`config.mk`:
```
export PLATFORM = sky130hd
export DESIGN_NAME = ysyx_22050019_axi_rd_arb
export DESIGN_NICKNAME = d
export VERILOG_FILES = /design/src/rtl/ysyx_22050019_axi_rd_arb_pkg.sv /design/src/rtl/ysyx_22050019_arb_pick.sv /design/src/rtl/ysyx_22050019_axi_rd_arb.sv
export SDC_FILE = /design/constraint.sdc
export NUM_CORES = 1
export LEC_CHECK = 0
export CAP_MARGIN = 20
export CORE_AREA = 5 5 155 157
export DETAILED_ROUTE_END_ITERATION = 8
export DIE_AREA = 0 0 160 162
export HOLD_SLACK_MARGIN = 0.1
export SLEW_MARGIN = 10
export SYNTH_ARGS = -nofsm -noshare
export SYNTH_HDL_FRONTEND = slang
export SYNTH_HIERARCHICAL = 1
export SYNTH_SLANG_ARGS = --single-unit
```
`constraint.sdc`:
```
create_clock -name clk -period 2.55 [get_ports clk]
set_input_delay 0.6375 -clock clk [delete_from_list [all_inputs] [get_ports clk]]
set_output_delay 0.6375 -clock clk [all_outputs]
set_load 0.1 [all_outputs]
```
`src/rtl/ysyx_22050019_axi_rd_arb_pkg.sv`:
```
// Shared encodings for the IFU/LSU read-channel arbiter.
// Optional round-robin tie-break: define YSYX_22050019_ARB_RR_EN.
package ysyx_22050019_axi_rd_arb_pkg;

  typedef enum logic [1:0] {
    ST_IDLE = 2'd0,
    ST_AR   = 2'd1,
    ST_R    = 2'd2
  } arb_state_e;

  localparam logic REQ_IFU = 1'b0;
  localparam logic REQ_LSU = 1'b1;

  localparam logic [1:0] RESP_OKAY   = 2'b00;
  localparam logic [1:0] RESP_SLVERR = 2'b10;

endpackage

```
`src/rtl/ysyx_22050019_arb_pick.sv`:
```
// Combinational 2-way requester selector; the tie-break policy lives here.
// YSYX_22050019_ARB_RR_EN selects round-robin ties, otherwise the LSU wins ties.
module ysyx_22050019_arb_pick
  import ysyx_22050019_axi_rd_arb_pkg::*;
(
  input  logic req0,
  input  logic req1,
  input  logic last,
  output logic winner,
  output logic valid
);

  assign valid = req0 | req1;

`ifdef YSYX_22050019_ARB_RR_EN
  // On a tie, hand the grant to whoever was not served last.
  always_comb begin
    winner = REQ_IFU;
    if (req0 && req1) winner = ~last;
    else if (req1)    winner = REQ_LSU;
  end
`else
  logic unused_last;
  assign unused_last = last;

  always_comb begin
    winner = REQ_IFU;
    if (req1) winner = REQ_LSU;
  end
`endif

endmodule

```
`src/rtl/ysyx_22050019_axi_rd_arb.sv`:
```
// Two-requester arbiter (IFU=0, LSU=1) sharing one AXI4-Lite read channel, one outstanding.
// YSYX_22050019_ARB_RR_EN enables round-robin tie-break (default: LSU priority).
module ysyx_22050019_axi_rd_arb
  import ysyx_22050019_axi_rd_arb_pkg::*;
#(
  parameter int unsigned ADDR_W = 64,
  parameter int unsigned DATA_W = 64
) (
  input  logic              clk,
  input  logic              rst_n,

  input  logic              s0_arvalid,
  input  logic [ADDR_W-1:0] s0_araddr,
  output logic              s0_arready,
  output logic              s0_rvalid,
  output logic [DATA_W-1:0] s0_rdata,
  output logic [1:0]        s0_rresp,
  input  logic              s0_rready,

  input  logic              s1_arvalid,
  input  logic [ADDR_W-1:0] s1_araddr,
  output logic              s1_arready,
  output logic              s1_rvalid,
  output logic [DATA_W-1:0] s1_rdata,
  output logic [1:0]        s1_rresp,
  input  logic              s1_rready,

  output logic              m_axi_arvalid,
  output logic [ADDR_W-1:0] m_axi_araddr,
  input  logic              m_axi_arready,
  input  logic              m_axi_rvalid,
  input  logic [DATA_W-1:0] m_axi_rdata,
  input  logic [1:0]        m_axi_rresp,
  output logic              m_axi_rready
);

  arb_state_e        state_q, state_d;
  logic              gnt_q, gnt_d;
  logic              last_q, last_d;
  logic [ADDR_W-1:0] addr_q, addr_d;

  logic pick_winner;
  logic pick_valid;

  ysyx_22050019_arb_pick u_pick (
    .req0   (s0_arvalid),
    .req1   (s1_arvalid),
    .last   (last_q),
    .winner (pick_winner),
    .valid  (pick_valid)
  );

  // rst_n is active-high and synchronous.
  always_ff @(posedge clk) begin
    if (rst_n) begin
      state_q <= ST_IDLE;
      gnt_q   <= REQ_IFU;
      last_q  <= REQ_IFU;
      addr_q  <= '0;
    end else begin
      state_q <= state_d;
      gnt_q   <= gnt_d;
      last_q  <= last_d;
      addr_q  <= addr_d;
    end
  end

  // Next state and channel routing; everything is held at zero while reset is asserted.
  always_comb begin
    state_d       = state_q;
    gnt_d         = gnt_q;
    last_d        = last_q;
    addr_d        = addr_q;
    s0_arready    = 1'b0;
    s1_arready    = 1'b0;
    s0_rvalid     = 1'b0;
    s0_rdata      = '0;
    s0_rresp      = RESP_OKAY;
    s1_rvalid     = 1'b0;
    s1_rdata      = '0;
    s1_rresp      = RESP_OKAY;
    m_axi_arvalid = 1'b0;
    m_axi_araddr  = '0;
    m_axi_rready  = 1'b0;

    if (!rst_n) begin
      case (state_q)
        ST_IDLE: begin
          if (pick_valid) begin
            s0_arready = (pick_winner == REQ_IFU);
            s1_arready = (pick_winner == REQ_LSU);
            gnt_d      = pick_winner;
            last_d     = pick_winner;
            addr_d     = (pick_winner == REQ_LSU) ? s1_araddr : s0_araddr;
            state_d    = ST_AR;
          end
        end
        ST_AR: begin
          m_axi_arvalid = 1'b1;
          m_axi_araddr  = addr_q;
          if (m_axi_arready) state_d = ST_R;
        end
        ST_R: begin
          if (gnt_q == REQ_LSU) begin
            s1_rvalid    = m_axi_rvalid;
            s1_rdata     = m_axi_rdata;
            s1_rresp     = m_axi_rresp;
            m_axi_rready = s1_rready;
          end else begin
            s0_rvalid    = m_axi_rvalid;
            s0_rdata     = m_axi_rdata;
            s0_rresp     = m_axi_rresp;
            m_axi_rready = s0_rready;
          end
          if (m_axi_rvalid && m_axi_rready) state_d = ST_IDLE;
        end
        default: state_d = ST_IDLE;
      endcase
    end
  end

endmodule

```
======== Word level (Yosys, flattened, before mapping) ========
Cells that the tools add are included.
storage, ports and cells
  bits in read-only memories .............. 0
  bits in registers ....................... 67
  memory bits (writable) .................. 0
  word-level logic and storage cells ...... 53
  memories kept ........................... 0
  input port bits ......................... 202
  output and inout port bits .............. 202
  bits in latches ......................... 0
cells by class
  reduce and logical (&&, ||, !) cells .... 4
  $lt $le $gt $ge ......................... 0
  multipliers ............................. 0
  shift-type cells ........................ 0
  equal/unequal tests ..................... 5
  bitwise operators ....................... 2
  div/mod/pow operators ................... 0
  add/sub/neg operators ................... 0
  muxes and demuxes ....................... 39
operators with widths
  kind                                            number
  2-to-1 mux 64 bit                               9
  2-to-1 mux 1 bit                                20
  2-to-1 mux 2 bit                                9
  != test 2 bit (second input constant)           3
  case mux 2 bit (3 select lines)                 1
  AND reduction 3 bit                             1
  == test 2 x 1 -> 1 bit (second input constant)  1
  == test 2 bit (second input constant)           1
  logical NOT 2 bit                               1
  AND reduction 2 bit                             1
  logical AND 1 bit                               1
  NOT 1 bit                                       1
  bitwise OR 1 bit                                1

======== Logic depth before layout (Yosys ltp) ========
  depth in word-level cells ............... 6
  depth in mapped cells ................... 6
  mapped depth without buffers ............ 3

======== Hierarchy ========
Netlist, hierarchy kept.
by module, submodules not included
  module                    sequential area each (sq um)  times used  cells an instance  area an instance (sq um)
  ysyx_22050019_axi_rd_arb  1341.3                        1           528                4640.7
  ysyx_22050019_arb_pick    0.0                           1           2                  13.8

======== Worst setup path before layout ========
OpenSTA, ideal clock, no wires.
  kind .................................... in2out
  from .................................... input port rst_n
  to ...................................... output port m_axi_araddr[54]
  arrival time ............................ 2.878 ns
  buffers on the path ..................... 2
  path slack .............................. -0.965 ns
  stages on the path ...................... 4
  required time ........................... 1.913 ns
  cells stage by stage .................... buf_2 nor3b_1 clkbuf_1 and2_1
on the way
  longest elaborated chain between the ends .. 1
RTL lines
  what                RTL line                        RTL
  start: declaration  ysyx_22050019_axi_rd_arb.sv:10  input logic rst_n,
  2-to-1 mux 64 bit   ysyx_22050019_axi_rd_arb.sv:86  if (!rst_n) begin
  end: declaration    ysyx_22050019_axi_rd_arb.sv:29  output logic [ADDR_W-1:0] m_axi_araddr,
Every way passes these cells.

======== Final worst setup path ========
  from .................................... input port rst_n
  to ...................................... output port s0_rdata[8]
on the way
  longest elaborated chain between the ends .. 1
RTL lines
  what               RTL line                        RTL
  2-to-1 mux 64 bit  ysyx_22050019_axi_rd_arb.sv:86
  end: declaration   ysyx_22050019_axi_rd_arb.sv:16  output logic [DATA_W-1:0] s0_rdata,
Every way passes these cells.

==> results_dict.tcl <==
set metrics [dict create \
    pre_cts_ws_ps -231 \
    final_common_cell "buf_12" \
    fmax_mhz 404 \
    ys_top_cells_by_area "dfxtp_1, and2_1, mux2i_1" \
    cts_buffers 9 \
    io_pins 404 \
    place_congestion 0.784 \
    tns_ps 0 \
    worst_slew_pin_slew_ps 511 \
    worstSkewPairLatency_ps 320 \
    cp_max_fo 33 \
    slowest_delay_ps 270 \
    cts_max_path_buffers 2 \
    path_class "in2out" \
    p_clk_share_pct 32.3 \
    yosysTopAreaCell "dfxtp_1" \
    die_area_um2 25900 \
    cp_data_arrival_time_ps 1840 \
    drv_slew 0 \
    peakVddDrop_uv 348 \
    start_kind "primary input" \
    vias 5089 \
    p_sw_share_pct 32.8 \
    rsz0062_at_grt "no" \
    synth_top_area_share_pct 28.8 \
    path_clk_slew_ps 60 \
    via_per_inst 4.23 \
    fin_crit_sh_pct 97.1 \
    drt_iter0_drc 129 \
    nFillCells 1969 \
    internal-power_uw 2800 \
    layout-drive-gt1-share_pct 52.2 \
    cts.sinks 67 \
    fin_crit_ps 2480 \
    die_w_um 160 \
    remaining_drc_errors 0 \
    hp-class "reg2reg" \
    setup_viol 0 \
    diodes 0 \
    die_height_um 162 \
    p_sw_uw 1370 \
    grt_pass1_vias 5375 \
    yosysUniqueCellTypes 25 \
    yosysSeqAreaShare_pct 28.8 \
    grt_pass1_wl_um 33700 \
    crit_required_ps 1910 \
    syn_nets 732 \
    postRouteAntennaNets 0 \
    seq_power_share_pct 29.3 \
    max-cap-violations 0 \
    port_buffers 403 \
    synthCells 530 \
    routed_wl_um 23100 \
    cts-hold-fix-buffers 0 \
    synth_seq_cells 67 \
    final_nets 1114 \
    slowest_stage "buf_6" \
    cp-end-kind "output pin" \
    syn_area_um2 4650 \
    yosysWarnings 6 \
    crit_family "buffers and inverters" \
    start_util_pct 20.8 \
    power_frac_comb_pct 38.4 \
    hold_violations 0 \
    clock_skew_ps 4.50 \
    syn_area_per_cell_um2 8.78 \
    cts_tree "yes" \
    power_density_nw_per_um2 352 \
    firstDrtPassIters 4 \
    final_util_pct 52.9 \
    grt_usage_pct 16.9 \
    area_delta_synth_final_pct 154 \
    grt_max_degree 68 \
    cts_max_level 3 \
    grt-ovfl-total 0 \
    num_rows 55 \
    final_cell_mix "buf_12, clkdlybuf4s50_1, and2_4" \
    hpwl_um 19100 \
    cpMostUsedCell "buf_4" \
    status "finished, final reports clean" \
    core_area_um2 22400 \
    root_buffer "clkbuf_16" \
    antenna_found_initial 1 \
    wire_per_inst_um 19.2 \
    critPathBufInv 4 \
    max-slew-margin-rel_pct 65.9 \
    p_leak_uw 0.00478 \
    crit_chain "buf_4 > nor4b_4 > buf_4 > buf_6 > and2_2 > buf_12" \
    setup_ws_ps 73.9 \
]
==> metal layers <==
metal | global-route usage (%) | up-vias | part of all wire, %
met5 | 0 | - | 0.056
met4 | 4.15 | 2 | 1.7
met3 | 7.08 | 17 | 9.2
met2 | 32.3 | 214 | 55
met1 | 16.9 | 2319 | 34
li1 | - | 2537 | -
==> power by group through the flow <==
stage,Combinational (uW),Sequential (uW),Clock [uW]
CTS,1620,1220,1400
floorplan,897,1220,0
global route,1690,1240,1450
detailed placement,1620,1240,0
global placement,1600,1240,0
finish,1600,1220,1350
==> sequential cells by signal, summed over array words and instances, names as in the netlist <==
name	cells
addr_q	64
state_q	2
last_q	1
==> worst paths after layout <==
kind | slack [ps] | to | from | cells past startpoint
worst max register to register | 680 | addr_q[17] | state_q[1] | 5
worst min-delay path | 470 | addr_q[54] | addr_q[54] | 2
worst max-delay path | 70 | s0_rdata[8] | rst_n | 6
worst min register to register | 470 | addr_q[54] | addr_q[54] | 2
==> cell usage after synthesis <==
master and number:
and2_1 198, dfxtp_1 67, inv_1 65, mux2i_1 65, o32ai_1 36, clkbuf_1 29, o32ai_2 28, buf_2 15
buf_6 5, buf_1 4, nor3b_1 3, nor2_2 2, a2111oi_0 1, a211o_1 1, and4bb_2 1, buf_4 1
nand2b_1 1, nor2_1 1, nor2b_1 1, nor4b_1 1, nor4b_4 1, nor4bb_1 1, o22ai_1 1, or2_1 1
or4b_1 1
==> stage by stage <==
stage	power, uW	instances	hold WS (ps)	cell area, um2
CTS	4240	1200	472	11800
finish	4160	1202	468	11800
floorplan	2120	530	453	5080
detailed placement	2860	1184	462	11500
global placement	2840	1184	460	11500
global route	4370	1202	493	11800
==> area by class of cell <==
type,instances,area [um2],share of cell area (%)
Multi-Input combinational cell,344,3230,27.3
Tap cell,285,357,3.01
Inverter,65,244,2.06
Clock buffer,10,239,2.02
Timing Repair Buffer,425,6340,53.5
Clock inverter,6,88.8,0.751
Sequential cell,67,1340,11.4
==> what timing repair did <==
| action | CTS | global route |
|---|---|---|
| pin swaps | 2 | 0 |
| resized for setup | 3 | 2 |
| setup endpoints to repair | 10 | 67 |
| cloned | 0 | 1 |
| buffers inserted | 0 | 1 |
==> cell families after synthesis <==
family          count (synthesis)  synth area share (%)
buf+inv                       119                  10.9
compound gates                 67                  17.1
simple gates                  212                  29.2
mux                            65                  14.0
flops                          67                  28.8
==> worst reg2reg max path: stages (launching register included) <==
cell and delay [ps]:
dfxtp_2 360, or4b_4 610, buf_4 170, buf_4 240, buf_4 280, o32ai_2 110
No activity file was read; power rests on OpenSTA's default activity.
